==> config.mk <==
export PLATFORM = sky130hd
export DESIGN_NAME = pixel_grid_streamer
export DESIGN_NICKNAME = d
export VERILOG_FILES = /design/src/rtl/pixel_grid_streamer_pkg.sv /design/src/rtl/pixel_grid_streamer.sv
export SDC_FILE = /design/constraint.sdc
export NUM_CORES = 1
export LEC_CHECK = 0
export CORE_MARGIN = 2
export CORE_UTILIZATION = 25
export CTS_CLUSTER_DIAMETER = 60
export CTS_CLUSTER_SIZE = 8
export DETAILED_ROUTE_END_ITERATION = 8
export PLACE_DENSITY_LB_ADDON = 0.08
export SETUP_SLACK_MARGIN = 0.3
export SYNTH_ARGS = -nofsm -noshare
export SYNTH_HDL_FRONTEND = slang
export SYNTH_SLANG_ARGS = --single-unit
==> constraint.sdc <==
create_clock -name CLOCK_50 -period 4.34 [get_ports CLOCK_50]
set_input_delay 0.434 -clock CLOCK_50 [delete_from_list [all_inputs] [get_ports CLOCK_50]]
set_output_delay 0.434 -clock CLOCK_50 [all_outputs]
set_load 0.005 [all_outputs]
==> src/rtl/pixel_grid_streamer_pkg.sv <==
// Shared constants and FSM encoding for the 28x28 drawing grid.
// Used by the drawing stage, this streamer and the NN loader.
package pixel_grid_streamer_pkg;

  localparam int GRID_SIZE  = 28;
  localparam int NUM_PIXELS = GRID_SIZE * GRID_SIZE;
  localparam int ADDR_W     = 10;
  localparam int DATA_W     = 8;

  localparam logic [DATA_W-1:0] PIX_ON  = 8'd255;
  localparam logic [DATA_W-1:0] PIX_OFF = 8'd0;
  localparam logic [ADDR_W-1:0] LAST_IDX = ADDR_W'(NUM_PIXELS - 1);

  typedef enum logic [2:0] {
    S_IDLE  = 3'd0,
    S_FETCH = 3'd1,
    S_LATCH = 3'd2,
    S_SEND  = 3'd3,
    S_DONE  = 3'd4
  } state_t;

endpackage

==> src/rtl/pixel_grid_streamer.sv <==
// Streams the 28x28 1-bit bitmap as 8-bit pixels over valid/ready and
// counts the set cells of the frame.
//   state   | meaning
//   S_IDLE  | waiting for start
//   S_FETCH | bitmap address for idx presented
//   S_LATCH | read data captured into the output beat
//   S_SEND  | beat held until accepted
//   S_DONE  | one-cycle done pulse
module pixel_grid_streamer
  import pixel_grid_streamer_pkg::*;
(
  input  logic              CLOCK_50,
  input  logic              reset,
  input  logic              start,
  output logic [ADDR_W-1:0] mem_addr,
  input  logic              mem_rd_data,
  output logic [DATA_W-1:0] out_data,
  output logic [ADDR_W-1:0] out_index,
  output logic              out_last,
  output logic              out_valid,
  input  logic              out_ready,
  output logic              busy,
  output logic              done,
  output logic [ADDR_W-1:0] on_count
);

  state_t r_state;
  state_t w_next;

  logic [ADDR_W-1:0] r_idx;
  logic [ADDR_W-1:0] r_mem_addr;
  logic [ADDR_W-1:0] r_on_count;
  logic [ADDR_W-1:0] r_out_index;
  logic [DATA_W-1:0] r_out_data;
  logic              r_out_last;
  logic              r_out_valid;

  logic              w_handshake;
  logic [ADDR_W-1:0] w_idx_inc;

  assign w_handshake = r_out_valid && out_ready;
  assign w_idx_inc   = r_idx + ADDR_W'(1);

  always_ff @(posedge CLOCK_50) begin
    if (reset) r_state <= S_IDLE;
    else       r_state <= w_next;
  end

  always_comb begin
    w_next = r_state;
    case (r_state)
      S_IDLE:  if (start) w_next = S_FETCH;
      S_FETCH: w_next = S_LATCH;
      S_LATCH: w_next = S_SEND;
      S_SEND:  if (w_handshake) w_next = r_out_last ? S_DONE : S_FETCH;
      S_DONE:  w_next = S_IDLE;
      default: w_next = S_IDLE;
    endcase
  end

  // The address is loaded on entry to FETCH so it is already stable for the
  // whole FETCH cycle and otherwise holds its last value.
  always_ff @(posedge CLOCK_50) begin
    if (reset) begin
      r_idx       <= '0;
      r_mem_addr  <= '0;
      r_on_count  <= '0;
      r_out_index <= '0;
      r_out_data  <= '0;
      r_out_last  <= 1'b0;
      r_out_valid <= 1'b0;
    end else begin
      case (r_state)
        S_IDLE: begin
          if (start) begin
            r_idx      <= '0;
            r_mem_addr <= '0;
            r_on_count <= '0;
          end
        end
        S_LATCH: begin
          r_out_data  <= mem_rd_data ? PIX_ON : PIX_OFF;
          r_out_index <= r_idx;
          r_out_last  <= (r_idx == LAST_IDX);
          r_out_valid <= 1'b1;
          r_on_count  <= r_on_count + ADDR_W'(mem_rd_data);
        end
        S_SEND: begin
          if (w_handshake) begin
            r_out_valid <= 1'b0;
            if (!r_out_last) begin
              r_idx      <= w_idx_inc;
              r_mem_addr <= w_idx_inc;
            end
          end
        end
        default: ;
      endcase
    end
  end

  assign mem_addr  = r_mem_addr;
  assign out_data  = r_out_data;
  assign out_index = r_out_index;
  assign out_last  = r_out_last;
  assign out_valid = r_out_valid;
  assign on_count  = r_on_count;
  assign busy      = (r_state != S_IDLE);
  assign done      = (r_state == S_DONE);

endmodule

=== After elaboration in Yosys (flattened, before gate mapping) ===
Index checks and enable logic that the tools add are counted.

* $add $sub $neg: 2
* Equality and inequality tests: 8
* Mux-type cells: 12
* Reductions and logical operators: 10

{| class="wikitable"
|+ Operators by type and width
! cell !! count
|-
| one-hot mux 10 bit (2 select lines) || 2
|-
| 2-to-1 mux 10 bit || 3
|-
| one-hot mux 3 bit (4 select lines) || 1
|-
| adder 10 x 1 -> 10 bit || 1
|-
| adder 10 x 1 -> 10 bit (second input constant) || 1
|-
| equality test 10 bit (second input constant) || 1
|-
| 2-to-1 mux 3 bit || 3
|-
| 2-to-1 mux 8 bit || 1
|-
| equality test 3 x 2 -> 1 bit (second input constant) || 2
|-
| != test 2 bit (second input constant) || 3
|-
| AND reduction 2 bit || 3
|-
| nonzero test 2 bit || 3
|-
| AND reduction 4 bit || 1
|-
| equality test 3 x 1 -> 1 bit (second input constant) || 1
|-
| equality test 3 bit (second input constant) || 1
|-
| zero test 3 bit || 1
|-
| nonzero test 3 bit || 1
|-
| one-hot mux 1 bit (2 select lines) || 1
|-
| logical AND 1 bit || 1
|-
| 2-to-1 mux 1 bit || 1
|}

* Bits in registers: 43
* Bits of input ports: 5
* Logic and storage cells: 39

=== Logic depth before layout (Yosys ltp) ===
Gate-level depths: netlist (run 1).

* Depth in word-level cells: 4
* Depth in mapped cells: 6
* Gate-level depth less buffers: 5

=== Worst setup path after synthesis (run 1) ===
Ideal clock, no wire load.

* Kind: reg2reg
* Start: register r_state[0]
* End: register r_on_count[8], in the netlist on_count[8]
* Setup time: 74 ps
* Arrival: 1,471 ps
* Required time: 4,266 ps
* Path slack: 2,794 ps
* Stages on the path, launching flop included: 5
* Clock period less this slack: 1,546 ps
* Cell sequence: dfxtp_1 > or3b_1 > buf_2 > or4_1 > a31oi_1

* Cells in the longest elaborated chain, start to end: 3
* Elaborated cells on any way between the ends: 6
* Classes of those cells: 2 x eq/ne; 1 x mux; 3 x reduce/logical

{| class="wikitable"
|+ RTL lines
! item !! RTL line !! text
|-
| from (decl) || pixel_grid_streamer.sv:27 || <nowiki>state_t r_state;</nowiki>
|-
| from (signal assigned) || pixel_grid_streamer.sv:46 || <nowiki>else r_state <= w_next;</nowiki>
|-
| equality test 3 x 2 -> 1 bit / zero test 3 bit (equally long branches) || pixel_grid_streamer.sv:73 || <nowiki>case (r_state)</nowiki>
|-
| nonzero test 2 bit (no line) / != test 2 bit (equally long branches) || n/a ||
|-
| AND reduction 2 bit (no line) || n/a ||
|-
| to (signal assigned) || pixel_grid_streamer.sv:86 || <nowiki>r_on_count <= r_on_count + ADDR_W'(mem_rd_data);</nowiki>
|-
| to (decl) || pixel_grid_streamer.sv:32 || <nowiki>logic [ADDR_W-1:0] r_on_count;</nowiki>
|}

Parallel ways exist; a longest one is shown, timed or not.
A chain may end at the register's enable or synchronous reset.

=== Worst setup path after layout (run 1) ===
* Start: register r_state[1]
* End: register r_on_count[8], in the netlist on_count[8]

The elaborated chain is that of the path after synthesis.

==> run metrics, run 1 <==
initial antenna violation count=0; hold path cells=2; post-synth top area share=41.0%; Post-synth EDFFs=0; Max-Cap Viols=0; Worst Tran Pin Value=0.923 ns; Resized cells post-CTS=0; Seq cells post-synth=36; share of layout cells above drive strength 1=4.47%; synth cell count leaders=36 x dfxtp_1, 34 x nand2_1, 23 x nand3_1, 19 x a21oi_1; startpoint types=flip-flop; Initial Utilization=25.9%; Port Buffers=46; Setup violations, final=0; # DRC=0; via/cell ratio=4.90; TritonCTS clock tree=yes; critical-path cell list=or3b_1 -> or4_1 -> a31oi_1; # H-tree levels=2; Area contributors post-synth=dfxtp_1 41%, nand2_1 7.3%, nand3_1 6.5%; via count=1675; first-pass GRT wire length=7.68 mm; Ys Warns=0; root buffer cell=clkbuf_8; Pins Over Slew Limit=0; clock skew=0.00748 ns; Crit Path Max Fanout=27; Fin. Hold Viols=0; Setup TNS=0 ns; Crit path arrival time=2.39 ns; area leader, netlist=dfxtp_1; Post-Syn Area=1760 µm²; clk slew on worst S/H paths=0.07 ns; Max VDD drop=99.2 µV; hpwl dp=3.11 mm; placed inst area=2240 µm²; area occupied by multi-input gates=905 µm²; hold_sp=out_index[6]; diode count=0; slowest stage delay, CP=0.76 ns; WP data required=4.56 ns; post-route clock period utilization=50.0%; TritonRoute pass-1 iters=5; leakage power=0.722 nW; WP depth=3; hold_buf cts=0; Synth Net Count=222; Routed WL=4.83 mm; fmax=460 MHz; r2r endpoint=on_count[8]; Die Ht=87.9 µm; final net count=254; Core Region=6790 µm²; Slew HR=38.5%; IO Count=47; Power Dens Cells=283 nW/µm²; ys flop type=dfxtp_1; Crit path buffers/inverters=0; RSZ-0062 raised after global routing=no; CP max-delay cell=or3b_1; sequential standard cell area=721 µm²; Die Footprint=7720 µm²; post-DR wirelength/cell=14.1 µm; ANT nets after route=0; Hold EP=out_index[6]; critical path type=reg -> reg; sequential area share after synthesis=41.0%; R2R Setup Slk=2.17 ns; Overflow after GRT=0; post-synth cell types=37; Min Clock Period, post-route=2.17 ns; worst skew pair latency=0.30 ns; die width=87.9 µm; vias in the first global route=1501; asr flop ratio synth=0%; clk buf depth=2; pin count of the biggest net entering global routing=29; endpoint class of the critical path=flip-flop; Crit path max-delay family=simple AND/OR/NAND/NOR gates; HP Class=reg -> reg; CTS buffer count=5; Fillers=735; r2r startpoint=r_state[1]; clk sinks=36; status=finished clean; most common cell in the netlist=dfxtp_1; finished layout cell area=2330 µm²; postcts setup bufs=0; gpl congestion=0.711; number of DRC markers in iteration 0=71; Layout area overhead=32.4%; row cnt=30; R2R cell count=3; synthesized instance count=213; syn_area_per_cell=8.26 µm²; GRT Overall Usage=13.1%
-- cell type report --
class | count | area share [%]
tap | 96 | 5.16
sequential | 36 | 30.9
inverter | 5 | 0.806
clock buffer | 8 | 3.87
timing repair buffer | 48 | 20.4
multi-input combinational | 149 | 38.8
-- cells by family after synthesis --
family                   Yosys count  share of synthesized area [%]
AO/OA/AOI/OAI                     36                           13.2
flip-flops                        36                           41.0
adder cells (fa/ha/maj)            4                           2.85
AND/OR/NAND/NOR                  102                           31.2
multiplexers                       7                           3.98
buffers and inverters             28                           7.89
-- worst register-to-register path, delay by kind of cell, from the launching register on --
family,cells,cell delay [ns]
AOI/OAI and AO/OA,1,0.17
DFF,1,0.54
and+or+nand+nor,2,1.39
-- through the flow --
step / hold slack [ns] / setup slack (ns) / cells / utilization, % / total power [mW]
finish: 0.458 / 2.17 / 342 / 34.3 / 0.659
global route: 0.485 / 1.99 / 342 / 34.3 / 0.692
CTS: 0.462 / 2.13 / 342 / 34.3 / 0.670
detailed placement: 0.452 / 2.03 / 334 / 33.0 / 0.413
global placement: 0.451 / 2.05 / 334 / 33.0 / 0.413
floorplan: 0.453 / 2.79 / 213 / - / 0.390
-- worst max-delay path by stage --
| stage | startpoint | end | slack, ns |
|---|---|---|---|
| global placement | start | on_count[5] | 2.05 |
| global route | r_state[1] | on_count[8] | 1.99 |
| finish | r_state[1] | on_count[8] | 2.17 |
| floorplan | r_state[0] | on_count[8] | 2.79 |
| CTS | r_state[1] | on_count[8] | 2.13 |
| detailed placement | start | on_count[5] | 2.03 |
-- where the power goes --
group,switching [mW],internal [mW]
sequential,0.00633,0.334
clock,0.125,0.130
combinational,0.0388,0.0251
total,0.170,0.488
-- sequential cells by signal (all words and copies together) (netlist names) --
| name | count |
|---|---|
| out_data | 1 |
| out_valid | 1 |
| out_index | 10 |
| r_state | 3 |
| mem_addr | 10 |
| out_last | 1 |
| on_count | 10 |
-- layer usage --
metal / share of wire, % / vias to the layer above / track usage [%]
li1: - / 837 / -
met1: 49 / 793 / 17.4
met2: 45 / 38 / 20.2
met3: 4.7 / 7 / 4.05
met4: 1.4 / 0 / 4.20
met5: 0 / - / 0
-- layout by cell type, fill, tap and decap left out, types with 2 or more instances in the layout --
| master | n |
|---|---|
| a21oi_1 | 19 |
| a311oi_1 | 2 |
| a31oi_1 | 3 |
| buf_4 | 2 |
| clkbuf_1 | 2 |
| clkbuf_8 | 6 |
| clkdlybuf4s50_1 | 46 |
| dfxtp_1 | 36 |
| ha_1 | 4 |
| inv_1 | 4 |
| mux2i_1 | 7 |
| nand2_1 | 34 |
| nand3_1 | 23 |
| nand3b_1 | 6 |
| nand4_1 | 3 |
| nor2_1 | 5 |
| nor3_1 | 2 |
| nor4_1 | 9 |
| o211a_1 | 2 |
| o211ai_1 | 4 |
| o31a_1 | 2 |
| or3_1 | 4 |
| or3b_1 | 2 |
| or4_1 | 6 |
No activity file was read; power rests on OpenSTA's default activity.
==> run 2: changes to the inputs <==
==> constraint.sdc (replaced) <==
create_clock -name CLOCK_50 -period 2.1 [get_ports CLOCK_50]
set_input_delay 0.21 -clock CLOCK_50 [delete_from_list [all_inputs] [get_ports CLOCK_50]]
set_output_delay 0.21 -clock CLOCK_50 [all_outputs]
set_load 0.005 [all_outputs]
==> run 2 against run 1 <==
Against the previous run: total power up 130%; global-route usage up 0.46 points; worst hold slack worse by 0.0015 ns; first-iteration DRC count up 30%; clock skew up 0.0068 ns; critical path type is now reg -> out; largest cell class unchanged; highest routed layer unchanged.
==> run metrics, run 2 (synthesized netlist as in run 1, its figures left out) <==
status=finished clean; hpwl dp=3.38 mm (+8.6%); area occupied by multi-input gates=907 µm² (+0.28%); share of layout cells above drive strength 1=10.1% (+5.6 points); clk sinks=36 (unchanged); first-pass GRT wire length=8.00 mm (+4.1%); Post-Place Cells=345 (+3.3%); vias in the first global route=1540 (+2.6%); gpl congestion=0.670 (-5.8%); Power Dens Cells=626 nW/µm² (+120%); # H-tree levels=2 (unchanged); Min Clock Period, post-route=1.72 ns; most frequent cells in the layout=45 x clkdlybuf4s50_1, 35 x dfxtp_1, 34 x nand2_1; clk slew on worst S/H paths=0.07 ns (about the same); GRT Overall Usage=13.5% (+0.46 points); Initial Utilization=25.9% (unchanged); post-route clock period utilization=82.1%; hold_sp=out_index[6]; Crit Path Max Fanout=6 (-78%); Routed WL=4.87 mm (+0.79%); endpoint class of the critical path=output pin; Port Buffers=46 (unchanged); initial antenna violation count=0 (unchanged); diode count=0 (unchanged); Fin. Hold Viols=0 (unchanged); post-DR wirelength/cell=13.8 µm (-2.4%); Slew HR=67.2% (+29 points); IO Count=47 (unchanged); final net count=265 (+4.3%); HP Class=reg -> reg; hold_buf cts=0 (unchanged); root buffer cell=clkbuf_8; Finished Layout Cells=353 (+3.2%); startpoint types=flip-flop; most common cell after layout, fill and taps aside=clkdlybuf4s50_1; Max VDD drop=258 µV (+160%); Layout area overhead=39.5%; Crit path arrival time=1.51 ns (-0.88 ns); via/cell ratio=4.83 (-1.4%); sequential standard cell area=722 µm² (+0.17%); r2r startpoint=r_state[0]; Core Region=6790 µm² (unchanged); ANT nets after route=0 (unchanged); TritonRoute pass-1 iters=4 (-1); via count=1705 (+1.8%); die width=87.9 µm (unchanged); clk buf depth=2 (unchanged); fmax=580 MHz; Setup violations, final=0 (unchanged); hold_ws=0.457 ns (-0.00150 ns); WP data required=1.89 ns (-2.67 ns); RSZ-0062 raised after global routing=no; row cnt=30 (unchanged); critical path type=reg -> out; Die Ht=87.9 µm (unchanged); number of DRC markers in iteration 0=92 (+30%); leakage power=0.808 nW (+12%); CTS buffer count=5 (unchanged); Setup TNS=0 ns (unchanged); Max-Cap Viols=0 (unchanged); Overflow after GRT=0 (unchanged); Fillers=728 (-0.95%); worst skew pair latency=0.30 ns (about the same); Worst Setup SP=r_state[1]; Die Footprint=7720 µm² (unchanged); clock skew=0.0143 ns (+0.00681 ns); # DRC=0 (unchanged); pin count of the biggest net entering global routing=22 (-24%); Pins Over Slew Limit=0 (unchanged); Worst Tran Pin Value=0.489 ns (-0.434 ns); TritonCTS clock tree=yes
-- run 2: final timing paths --
kind	endpoint	slack [ns]	cells past startpoint
hold reg to reg	out_index[6]	0.46	2
setup / recovery	done	0.38	4
setup reg to reg	out_last	0.41	3
hold / removal	out_index[6]	0.46	2
-- run 2: stage by stage --
step	utilization, %	cell area [µm²]	setup slack [ns]	total power [mW]
CTS	36.1	2450	0.315	1.55
floorplan	-	1760	0.554	0.806
global route	36.1	2450	0.301	1.60
finish	36.1	2450	0.377	1.54
detailed placement	34.2	2320	0.213	0.870
global placement	34.2	2320	0.202	0.869
-- run 2: area by class of cell --
class	instances	share of cell area (%)
timing repair buffer	59	22.8
clock buffer	7	3.92
inverter	5	0.765
clock inverter	1	1.22
tap	96	4.89
sequential	36	29.4
multi-input combinational	149	37.0
-- run 2: routing by layer --
metal	share of wire, %	up-vias	global-route usage, %	routed length (µm)
met5	0	-	0	0
met4	0.60	0	3.78	29
met3	4.7	2	4.43	229
met2	45	44	21.0	2180
met1	50	803	18.0	2430
li1	-	856	-	-
-- run 2: timing repair --
item,4_1_cts,5_1_grt
endpoints found under the setup margin,3,1
gates resized for setup,1,2
pin swaps,0,0
buffers inserted,0,0
-- run 2: worst max-delay path, cell delays in order, from the launching register on --
cell and delay [ns]:
dfxtp_1 0.32, buf_4 0.15, nor2_1 0.13, and2_1 0.14, clkdlybuf4s50_1 0.49
-- run 2: power breakdown --
group	internal, mW	switching, mW
registers	0.690	0.00937
clock network	0.419	0.266
logic	0.0658	0.0874
total	1.17	0.363
==> run 3: changes to the inputs <==
==> constraint.sdc (replaced) <==
create_clock -name CLOCK_50 -period 1.6 [get_ports CLOCK_50]
set_input_delay 0.16 -clock CLOCK_50 [delete_from_list [all_inputs] [get_ports CLOCK_50]]
set_output_delay 0.16 -clock CLOCK_50 [all_outputs]
set_load 0.005 [all_outputs]
==> run 3 against run 2 <==
Against the previous run: sequential cell count did not move; clock power rose by 4.1%; clock skew fell by 0.010 ns; cell area rose by 26%; largest cell class unchanged.
==> run metrics, run 3 (synthesized netlist as in run 1, its figures left out) <==
Worst Tran Pin Value=0.306 ns (-0.183 ns); TritonCTS clock tree=yes; critical-path cell list=or3b_4 -> buf_6 -> or4_4 -> a21oi_2; clock power share=36.3% (-8.3 points); R2R cell count=4 (+1); Min Clock Period, post-route=1.54 ns; gpl congestion=0.700 (+4.5%); Pint=1.45 mW (+24%); worst skew pair latency=0.29 ns (about the same); ANT nets after route=0 (unchanged); Pins Over Slew Limit=0 (unchanged); Routed WL=5.60 mm (+15%); Switching Power=0.507 mW (+40%); HP Class=in -> reg; Port Buffers=46 (unchanged); Slew HR=79.1% (+12 points); vias in the first global route=1731 (+12%); slowest stage delay, CP=0.50 ns (about the same); Post-Place Cells=365 (+5.8%); TritonRoute pass-1 iters=4 (unchanged); Initial Utilization=25.9% (unchanged); r2r startpoint=r_state[2]; via/cell ratio=4.81 (-0.32%); # DRC=0 (unchanged); share of layout cells above drive strength 1=43.6% (+34 points); # H-tree levels=2 (unchanged); clk buf depth=2 (unchanged); hold_buf cts=0 (unchanged); Crit path arrival time=1.77 ns (+0.26 ns); fmax=648 MHz; GRT Overall Usage=14.4% (+0.82 points); R2R Setup Slk=0.06 ns (-0.35 ns); IO Count=47 (unchanged); Sw Share=25.9% (+2.3 points); Core Region=6790 µm² (unchanged); clk sinks=36 (unchanged); r2r endpoint=out_last; sequential share of power=46.2% (+0.7 points); most frequent cells in the layout=37 x buf_4, 34 x dlygate4sd2_1, 27 x nand2_1; post-DR wirelength/cell=14.2 µm (+3.0%); clk slew on worst S/H paths=0.07 ns (about the same); startpoint types=flip-flop; CP max-delay cell=or4_4; hold path cells=4 (+2); Layout area overhead=76.0%; Max VDD drop=287 µV (+11%); final net count=307 (+16%); RSZ-0062 raised after global routing=yes; via count=1897 (+11%); Overflow after GRT=0 (unchanged); diode count=0 (unchanged); Fin. Hold Viols=0 (unchanged); status=finished clean; Crit Path Max Fanout=3 (-3); Die Footprint=7720 µm² (unchanged); pin count of the biggest net entering global routing=26 (+18%); Power Dens Cells=634 nW/µm² (+1.1%); Worst Setup SP=r_state[2]; WP data required=1.83 ns (-0.06 ns); die width=87.9 µm (unchanged); root buffer cell=clkbuf_8; combinational cell fraction of total power=17.5% (+7.5 points); most common cell after layout, fill and taps aside=buf_4; endpoint class of the critical path=flip-flop; Die Ht=87.9 µm (unchanged); leakage power=1.46 nW (+81%); Core Util, Final=45.6% (+9.4 points); initial antenna violation count=0 (unchanged); Finished Layout Cells=394 (+12%); row cnt=30 (unchanged); CTS buffer count=5 (unchanged); hpwl dp=3.54 mm (+4.7%); Max-Cap Viols=0 (unchanged); number of DRC markers in iteration 0=75 (-18%); first-pass GRT wire length=8.63 mm (+7.9%); Setup violations, final=0 (unchanged); critical path type=reg -> reg; crit path capture=out_last; clock skew=0.00423 ns (-0.0101 ns); post-route clock period utilization=96.5%
## run 3: cell types whose count changed in the layout (fill, tap and decap cells not counted), sizes merged
cell | before | now
clkdlybuf4s50 | 45 | 3
dlygate4sd2 | 0 | 34
buf | 13 | 54
clkbuf | 7 | 8
dlymetal6s2s | 1 | 8
bufinv | 1 | 0
or3b | 2 | 3
## run 3: worst min-delay path by stage
stage	startpoint	end	slack [ns]
floorplan	mem_rd_data	out_data[6]	0.30
global placement	out_index[7]	out_index[7]	0.45
detailed placement	out_index[6]	out_index[6]	0.45
CTS	mem_rd_data	out_data[6]	0.39
global route	mem_rd_data	out_data[6]	0.44
finish	mem_rd_data	out_data[6]	0.43
## run 3: layout make-up
class	instances	area, µm²
tap	96	120
multi-input combinational	150	1140
fill	700	3700
clock buffer	7	96.3
sequential	36	768
timing repair buffer	100	950
inverter	5	18.8
## run 3: per-layer routing
| layer | track usage, % | vias up | routed length (µm) |
|---|---|---|---|
| met4 | 2.94 | 0 | 67 |
| met5 | 0 | - | 0 |
| met3 | 4.15 | 7 | 276 |
| met1 | 19.3 | 910 | 2560 |
| met2 | 23.0 | 45 | 2690 |
| li1 | - | 935 | - |
## run 3: what timing repair did
item	4_1_cts	5_1_grt
setup buffers	16	2
gates resized for setup	83	41
setup endpoints to repair	67	42
cloned	2	2
pin swaps	7	18
hold endpoints to repair	0	0
## run 3: critical path, delay by kind of cell, from the launching register on
family / cells / cell delay [ns]
flops: 1 / 0.32
buf+inv: 1 / 0.13
simple gates: 2 / 0.91
compound gates: 1 / 0.12
## run 3: power groups by stage
stage / clock network [mW] / registers [mW] / logic [mW]
finish: 0.713 / 0.905 / 0.343
global route: 0.782 / 0.906 / 0.373
CTS: 0.746 / 0.905 / 0.288
detailed placement: 0 / 0.936 / 0.248
global placement: 0 / 0.936 / 0.251
floorplan: 0 / 0.937 / 0.153
## run 3: per-stage QoR
step	cell area, µm²	hold WS [ns]	setup slack, ns	TNS, ns	power (mW)
6_report	3100	0.431	0.0568	0	1.96
5_1_grt	3100	0.441	0.0187	0	2.06
4_1_cts	2890	0.392	0.0488	0	1.94
3_5_place_dp	2580	0.449	-0.220	-1.37	1.18
3_3_place_gp	2580	0.448	-0.219	-1.37	1.19
2_1_floorplan	1900	0.296	0.108	0	1.09
